File: src/rtl/engine_cmd_queue.sv
// Per-engine command FIFO with a two-state issue FSM that hands one command at
// a time to the NTT engine over a start/done handshake.
module engine_cmd_queue #(
   parameter int DEPTH = 4,
   parameter int PTR_W = 2,
   parameter int CNT_W = 16
) (
   input  logic             clk,
   input  logic             rst,
   input  logic             in_valid,
   input  logic [7:0]       in_opcode,
   input  logic [3:0]       in_slot,
   input  logic [47:0]      in_dma_addr,
   output logic             in_ready,
   input  logic             flush,
   output logic             eng_start,
   output logic [7:0]       eng_opcode,
   output logic [3:0]       eng_slot,
   output logic [47:0]      eng_dma_addr,
   input  logic             eng_done,
   output logic             queue_idle,
   output logic [PTR_W:0]   level,
   output logic [CNT_W-1:0] issued_count,
   output logic             overflow_err,
   output logic             spurious_done_err
);

   typedef enum logic {IDLE, BUSY} state_t;

   localparam int ENTRY_W = 60;
   localparam logic [PTR_W:0] FULL_LEVEL = DEPTH[PTR_W:0];

   logic [ENTRY_W-1:0] mem_q [DEPTH];
   logic [ENTRY_W-1:0] head;

   state_t           state_q, state_d;
   logic [PTR_W-1:0] wr_ptr_q, wr_ptr_d;
   logic [PTR_W-1:0] rd_ptr_q, rd_ptr_d;
   logic [PTR_W:0]   level_q, level_d;
   logic             eng_start_q, eng_start_d;
   logic [7:0]       eng_opcode_q, eng_opcode_d;
   logic [3:0]       eng_slot_q, eng_slot_d;
   logic [47:0]      eng_dma_addr_q, eng_dma_addr_d;
   logic [CNT_W-1:0] issued_count_q, issued_count_d;
   logic             overflow_q, overflow_d;
   logic             spurious_q, spurious_d;

   logic full, push, pop, done_ok;

   always_comb begin
      // NOTE: every always_comb output gets a default first so no path can infer a latch.
      state_d        = state_q;
      wr_ptr_d       = wr_ptr_q;
      rd_ptr_d       = rd_ptr_q;
      level_d        = level_q;
      eng_start_d    = 1'b0;
      eng_opcode_d   = eng_opcode_q;
      eng_slot_d     = eng_slot_q;
      eng_dma_addr_d = eng_dma_addr_q;
      issued_count_d = issued_count_q;

      full    = (level_q == FULL_LEVEL);
      head    = mem_q[rd_ptr_q];
      push    = in_valid && !full && !flush;
      pop     = (state_q == IDLE) && (level_q != '0) && !flush;
      // A done seen in the same cycle as the start pulse cannot belong to this command.
      done_ok = eng_done && (state_q == BUSY) && !eng_start_q;

      overflow_d = overflow_q | (in_valid && full && !flush);
      spurious_d = spurious_q | (eng_done && !done_ok);

      unique case (state_q)
         IDLE: begin
            if (pop) begin
               state_d        = BUSY;
               eng_start_d    = 1'b1;
               eng_opcode_d   = head[59:52];
               eng_slot_d     = head[51:48];
               eng_dma_addr_d = head[47:0];
               issued_count_d = issued_count_q + 1'b1;
            end
         end
         BUSY: begin
            if (done_ok) state_d = IDLE;
         end
         default: state_d = IDLE;
      endcase

      if (push) wr_ptr_d = wr_ptr_q + 1'b1;
      if (pop)  rd_ptr_d = rd_ptr_q + 1'b1;
      unique case ({push, pop})
         2'b10:   level_d = level_q + 1'b1;
         2'b01:   level_d = level_q - 1'b1;
         default: level_d = level_q;
      endcase

      if (flush) begin
         wr_ptr_d = '0;
         rd_ptr_d = '0;
         level_d  = '0;
      end
   end

   always_ff @(posedge clk or posedge rst) begin
      // NOTE: sequential state uses non-blocking assignments only.
      if (rst) begin
         state_q        <= IDLE;
         wr_ptr_q       <= '0;
         rd_ptr_q       <= '0;
         level_q        <= '0;
         eng_start_q    <= 1'b0;
         eng_opcode_q   <= '0;
         eng_slot_q     <= '0;
         eng_dma_addr_q <= '0;
         issued_count_q <= '0;
         overflow_q     <= 1'b0;
         spurious_q     <= 1'b0;
      end else begin
         state_q        <= state_d;
         wr_ptr_q       <= wr_ptr_d;
         rd_ptr_q       <= rd_ptr_d;
         level_q        <= level_d;
         eng_start_q    <= eng_start_d;
         eng_opcode_q   <= eng_opcode_d;
         eng_slot_q     <= eng_slot_d;
         eng_dma_addr_q <= eng_dma_addr_d;
         issued_count_q <= issued_count_d;
         overflow_q     <= overflow_d;
         spurious_q     <= spurious_d;
      end
   end

   // NOTE: FIFO storage has no reset; pointers and level define which entries are valid.
   always_ff @(posedge clk) begin
      if (push) mem_q[wr_ptr_q] <= {in_opcode, in_slot, in_dma_addr};
   end

   assign in_ready          = !full;
   assign queue_idle        = (level_q == '0) && (state_q == IDLE);
   assign level             = level_q;
   assign eng_start         = eng_start_q;
   assign eng_opcode        = eng_opcode_q;
   assign eng_slot          = eng_slot_q;
   assign eng_dma_addr      = eng_dma_addr_q;
   assign issued_count      = issued_count_q;
   assign overflow_err      = overflow_q;
   assign spurious_done_err = spurious_q;

endmodule

File: config.mk
export PLATFORM = sky130hd
export DESIGN_NAME = engine_cmd_queue
export DESIGN_NICKNAME = d
export VERILOG_FILES = /design/src/rtl/engine_cmd_queue.sv
export SDC_FILE = /design/constraint.sdc
export NUM_CORES = 1
export LEC_CHECK = 0
export CAP_MARGIN = 10
export CORE_MARGIN = 4
export CORE_UTILIZATION = 40
export CTS_CLUSTER_SIZE = 14
export DETAILED_ROUTE_END_ITERATION = 10
export MAX_ROUTING_LAYER = met4
export PLACE_DENSITY = 0.69
export SLEW_MARGIN = 20
export SYNTH_ARGS = -nofsm -noshare
export SYNTH_HDL_FRONTEND = slang
export SYNTH_SLANG_ARGS = --single-unit
File: constraint.sdc
create_clock -name clk -period 7.25 [get_ports clk]
set_input_delay 2.175 -clock clk [delete_from_list [all_inputs] [get_ports clk]]
set_output_delay 2.175 -clock clk [all_outputs]
set_load 0.01 [all_outputs]
# Word level (Yosys, flattened, before mapping)
# Memory sizes are Yosys's and may differ from the RTL's. A register that Yosys moved wholly into a read port is not among the register bits.
# Cells that the tools add are included.
# word_totals
memories	1
ff_bits	27
ramBits	240
output_inout_bits	84
# mem_list
memory	words	width	read_ports	rd_ports_with_merged_regs	write_ports	line	source
mem_q	4	60	1	1	1	33	logic [ENTRY_W-1:0] mem_q [DEPTH];
# classes
add_sub_neg	5
reduce_logical	20
bitwise_logic	3
n_eq_ne	3
mux	12
# op_table
cell	n
$add A16 B1 Y16 const B	1
$logic_and A1 B1 Y1	10
$mux W2	4
$pmux W3 S2	1
$reduce_bool A3 Y1	2
$mux W1	5
$add A2 B1 Y2 const B	2
$logic_not A1 Y1	4
$reduce_bool A2 Y1	2
$add A3 B1 Y3 const B	1
$eq A3 B3 Y1 const B	1
$logic_not A3 Y1	1
$mux W3	1
$sub A3 B1 Y3 const B	1
$eq A2 B1 Y1 const B	1
$eq A2 B2 Y1 const B	1
$or A1 B1 Y1	2
$pmux W1 S2	1
$reduce_and A2 Y1	1
$not A1 Y1	1

# Longest topological paths before layout
# depth
depth_word	7
mapped_depth	9

# Least setup slack after synthesis
# OpenSTA, ideal clock, no wires.
# synth_timing
path_type	input -> register
startpoint	input flush
endpoint	memory mem_q[0][0], enable pin
slack_ns	2.931
required_time_ns	6.826
setup_ns	0.424
path_stages	3
t_arrival_ns	3.895
cell_sequence	buf_6 -> nor2_1 -> and2_1
# synth_via
elab_chain_len	4
# synth_lines
element	line	source
from (decl)	15	input logic flush,
$logic_not A1 Y1	64	push = in_valid && !full && !flush;
$logic_and A1 B1 Y1	64	
$mux W1	135	if (push) mem_q[wr_ptr_q] <= {in_opcode, in_slot, in_dma_addr};
$mux W1 (implied by the code)	135	
to (decl)	33	
# Every way passes these cells.

# Worst setup path in the final report
# layout_timing
startpoint	register level_q[0], in the netlist level[0]
endpoint	output queue_idle
# layout_via
elab_chain_len	2
# layout_lines
element	line	source
from (decl)	39	logic [PTR_W:0] level_q, level_d;
from (signal assigned)	122	level_q <= level_d;
$logic_not A3 Y1	139	assign queue_idle = (level_q == '0) && (state_q == IDLE);
$logic_and A1 B1 Y1	139	
to (decl)	21	output logic queue_idle,
# Every way passes these cells.

==> out/qor.yml <==
outcome:
  outcome: "completed"
yosys:
  synthFlopType: "edfxtp_1"
  async_flop_share: 0.266
  avgSynthCellArea_um2: 21.6
  netlist_instances: 579
  synth-edff-count: 240
  ys_top_cells_by_area: "edfxtp_1 (58%), dfrtp_1 (17%), mux4_2 (10%)"
  ys_ff_latch: 327
  synth.distinct_cells: 44
  syn_nets: 650
  synth_top_area_frac: 0.576
  yosysSeqAreaShare: 0.750
  synth_warnings: 0
  synth_area_leader_cell: "edfxtp_1"
  netlist_area_um2: 12500
route:
  drt-total-wl_um: 23700
  route.detailed.drc: 0
  dr.pass1.iters: 4
  drt-initial-drc-count: 305
  drt-vias-per-instance: 5.02
  routedWlPerCell_um: 20.3
  ant_nets: 0
  num_vias: 5858
clock_network:
  cts.sinks: 327
  clk_latency_ns: 0.52
  clk_path_buf_depth: 3
  cts_resized: 0
  clk_pin_slew_ns: 0.06
  cts_tree: "done"
  hold_buffers: 0
  cts_setup_buffers: 0
  cts_root_buf: "clkbuf_16"
  cts_made_buffers: 36
  cts_htree_levels: 2
sta:
  setup_ws_ns: 2.72
  hold_viol: 0
  max_freq_mhz: 221
  finalCriticalPeriod_ns: 4.53
  finalClockSkew_ns: 0.0172
  finalSetupTns_ns: 0
  report.final.setup_viol: 0
  worst_pin_slew_ns: 1.01
  drv_slew: 0
  max_slew_margin: 0.327
  grt_setup_unrepaired: "false"
  fin_crit_sh: 0.625
layout:
  final_util: 0.506
  nets: 813
  drive_above_1_share: 0.257
  areaGrowthSynthToFinish_pct: 24.3
  fin_cells: 1168
worst_setup_path:
  slowest_stage: "or3_1"
  timing.reg2reg.setup_slack_ns: 4.72
  crit_type: "register to output port"
  r2r_start: "rd_ptr_q[0]"
  crit_fanout: 10
  critPathLaunchType: "register"
  crit_required_ns: 5.08
  arrival_ns: 2.36
  endpoint_kind: "output port"
  worstRegToRegCells: 3
  max_stage_delay_ns: 0.61
  crit_chain: "or3_1 -> nor2_1 -> clkdlybuf4s50_1"
  rr_endpoint: "eng_dma_addr[26]"
global_routing:
  grt_pass1_wl_um: 36900
  grt_start_max_net_pins: 73
  antenna_found_initial: 2
  track_usage: 0.145
  grt_pass1_vias: 6315
  gr-total-overflow: 0
floorplanning:
  core-area_um2: 30700
  num_io_pins: 149
  die_width_um: 185
  rows: 64
  die_h_um: 185
  start_util: 0.407
  die_area_um2: 34200
min_path:
  hp-start: "overflow_err"
  min_path_type: "register to register"
  whs_path_depth: 1
  hold_end: "overflow_err"
placement:
  dp.cells: 1099
  gp_congestion: 0.746
  numPortBuffers: 148
  post-place-ws_ns: 2.63
  post-dp-hpwl_um: 13900
run:
  maxCapViolations: 0
pwr:
  cellPowerDensity_nw_per_um2: 375
  max-vdd-ir-drop_mv: 0.223
  p_leak_nw: 5.45
[power breakdown]
part	internal (mW)	switching [mW]
Sequential	2.31	0.217
Combinational	0.891	0.561
Clock	1.13	0.714
[worst max path at each step]
stage	from	endpoint	slack [ns]	cells past startpoint
after global routing	level[0]	queue_idle	2.59	3
after floorplan	rst	eng_dma_addr[0]	2.82	1
after CTS	level[0]	queue_idle	2.67	3
after global placement	in_valid	mem_q[1][15]	2.66	4
after detailed placement	in_valid	mem_q[0][15]	2.63	4
final	level[0]	queue_idle	2.72	3
[layout by cell type, fill, tap and decap left out, types with 6 or more instances in the layout]
master and instances:
clkbuf_16 37, clkdlybuf4s50_1 148, clkinv_2 6, dfrtp_1 85, edfxtp_1 240, inv_1 6
mux2_2 30, mux2_4 30, mux4_2 58, nand2_1 6, nand3_1 8, nor2_1 14
o21ai_0 7, xnor2_1 8, xor2_1 11
[routing by layer]
layer,global-route usage,vias up,part of all wire
met4,0.0417,0,0.020
met5,-,-,0
met2,0.230,160,0.50
met3,0.0306,32,0.052
li1,-,2638,-
met1,0.191,3028,0.43
[logic make-up (layout without fill, tap and decap cells)]
| group | after synthesis | in the layout | share of synthesized area |
|---|---|---|---|
| xor+xnor | 19 | 19 | 0.0133 |
| other cells | 0 | 2 | 0 |
| simple gates | 54 | 54 | 0.0280 |
| compound gates | 16 | 16 | 0.00750 |
| fa+ha+maj | 6 | 6 | 0.00660 |
| mux | 123 | 123 | 0.174 |
| flops | 327 | 327 | 0.750 |
| buf+inv | 34 | 225 | 0.0205 |
[sequential cells by signal, summed over array words and instances, names as in the netlist]
signal	cells
mem_q	240
state_q	1
eng_start	1
rd_ptr_q	2
issued_count	16
spurious_done_err	1
level	3
wr_ptr_q	2
eng_dma_addr	48
overflow_err	1
eng_opcode	8
eng_slot	4
[cells in the mapped netlist (5+ instances only)]
cell type,n
mux2_2,30
mux4_2,58
edfxtp_1,240
ha_1,5
xnor2_1,8
nand2_1,6
o21ai_0,7
buf_6,15
dfrtp_1,87
xor2_1,11
nor2_1,14
inv_1,7
clkbuf_1,6
mux2_4,30
nand3_1,8
[stage by stage]
stage                     power [mW]  cell area, µm²  hold slack (ns)
final                           5.82           15500            0.471
after global routing            6.11           15500            0.484
after CTS                       5.93           15500            0.471
after detailed placement        4.05           14300            0.454
after global placement          4.03           14300            0.450
after floorplan                 3.44           12500            0.503
[final cells by class]
class                           count  area, µm²
Clock inverter                     21        218
Antenna cell                        2       5.00
Inverter                            8       35.0
Clock buffer                       45       1010
Tap cell                          396        495
Fill cell                        2504      15200
Multi-Input combinational cell    218       2880
Timing Repair Buffer              151       1520
Sequential cell                   327       9390
[worst max-delay path, delay by kind of cell (launching register included)]
family | cells | cell delay, ns
and+or+nand+nor | 2 | 0.77
buffers and inverters | 1 | 0.55
DFF | 1 | 0.53
Power figures use the tool's default switching activity.
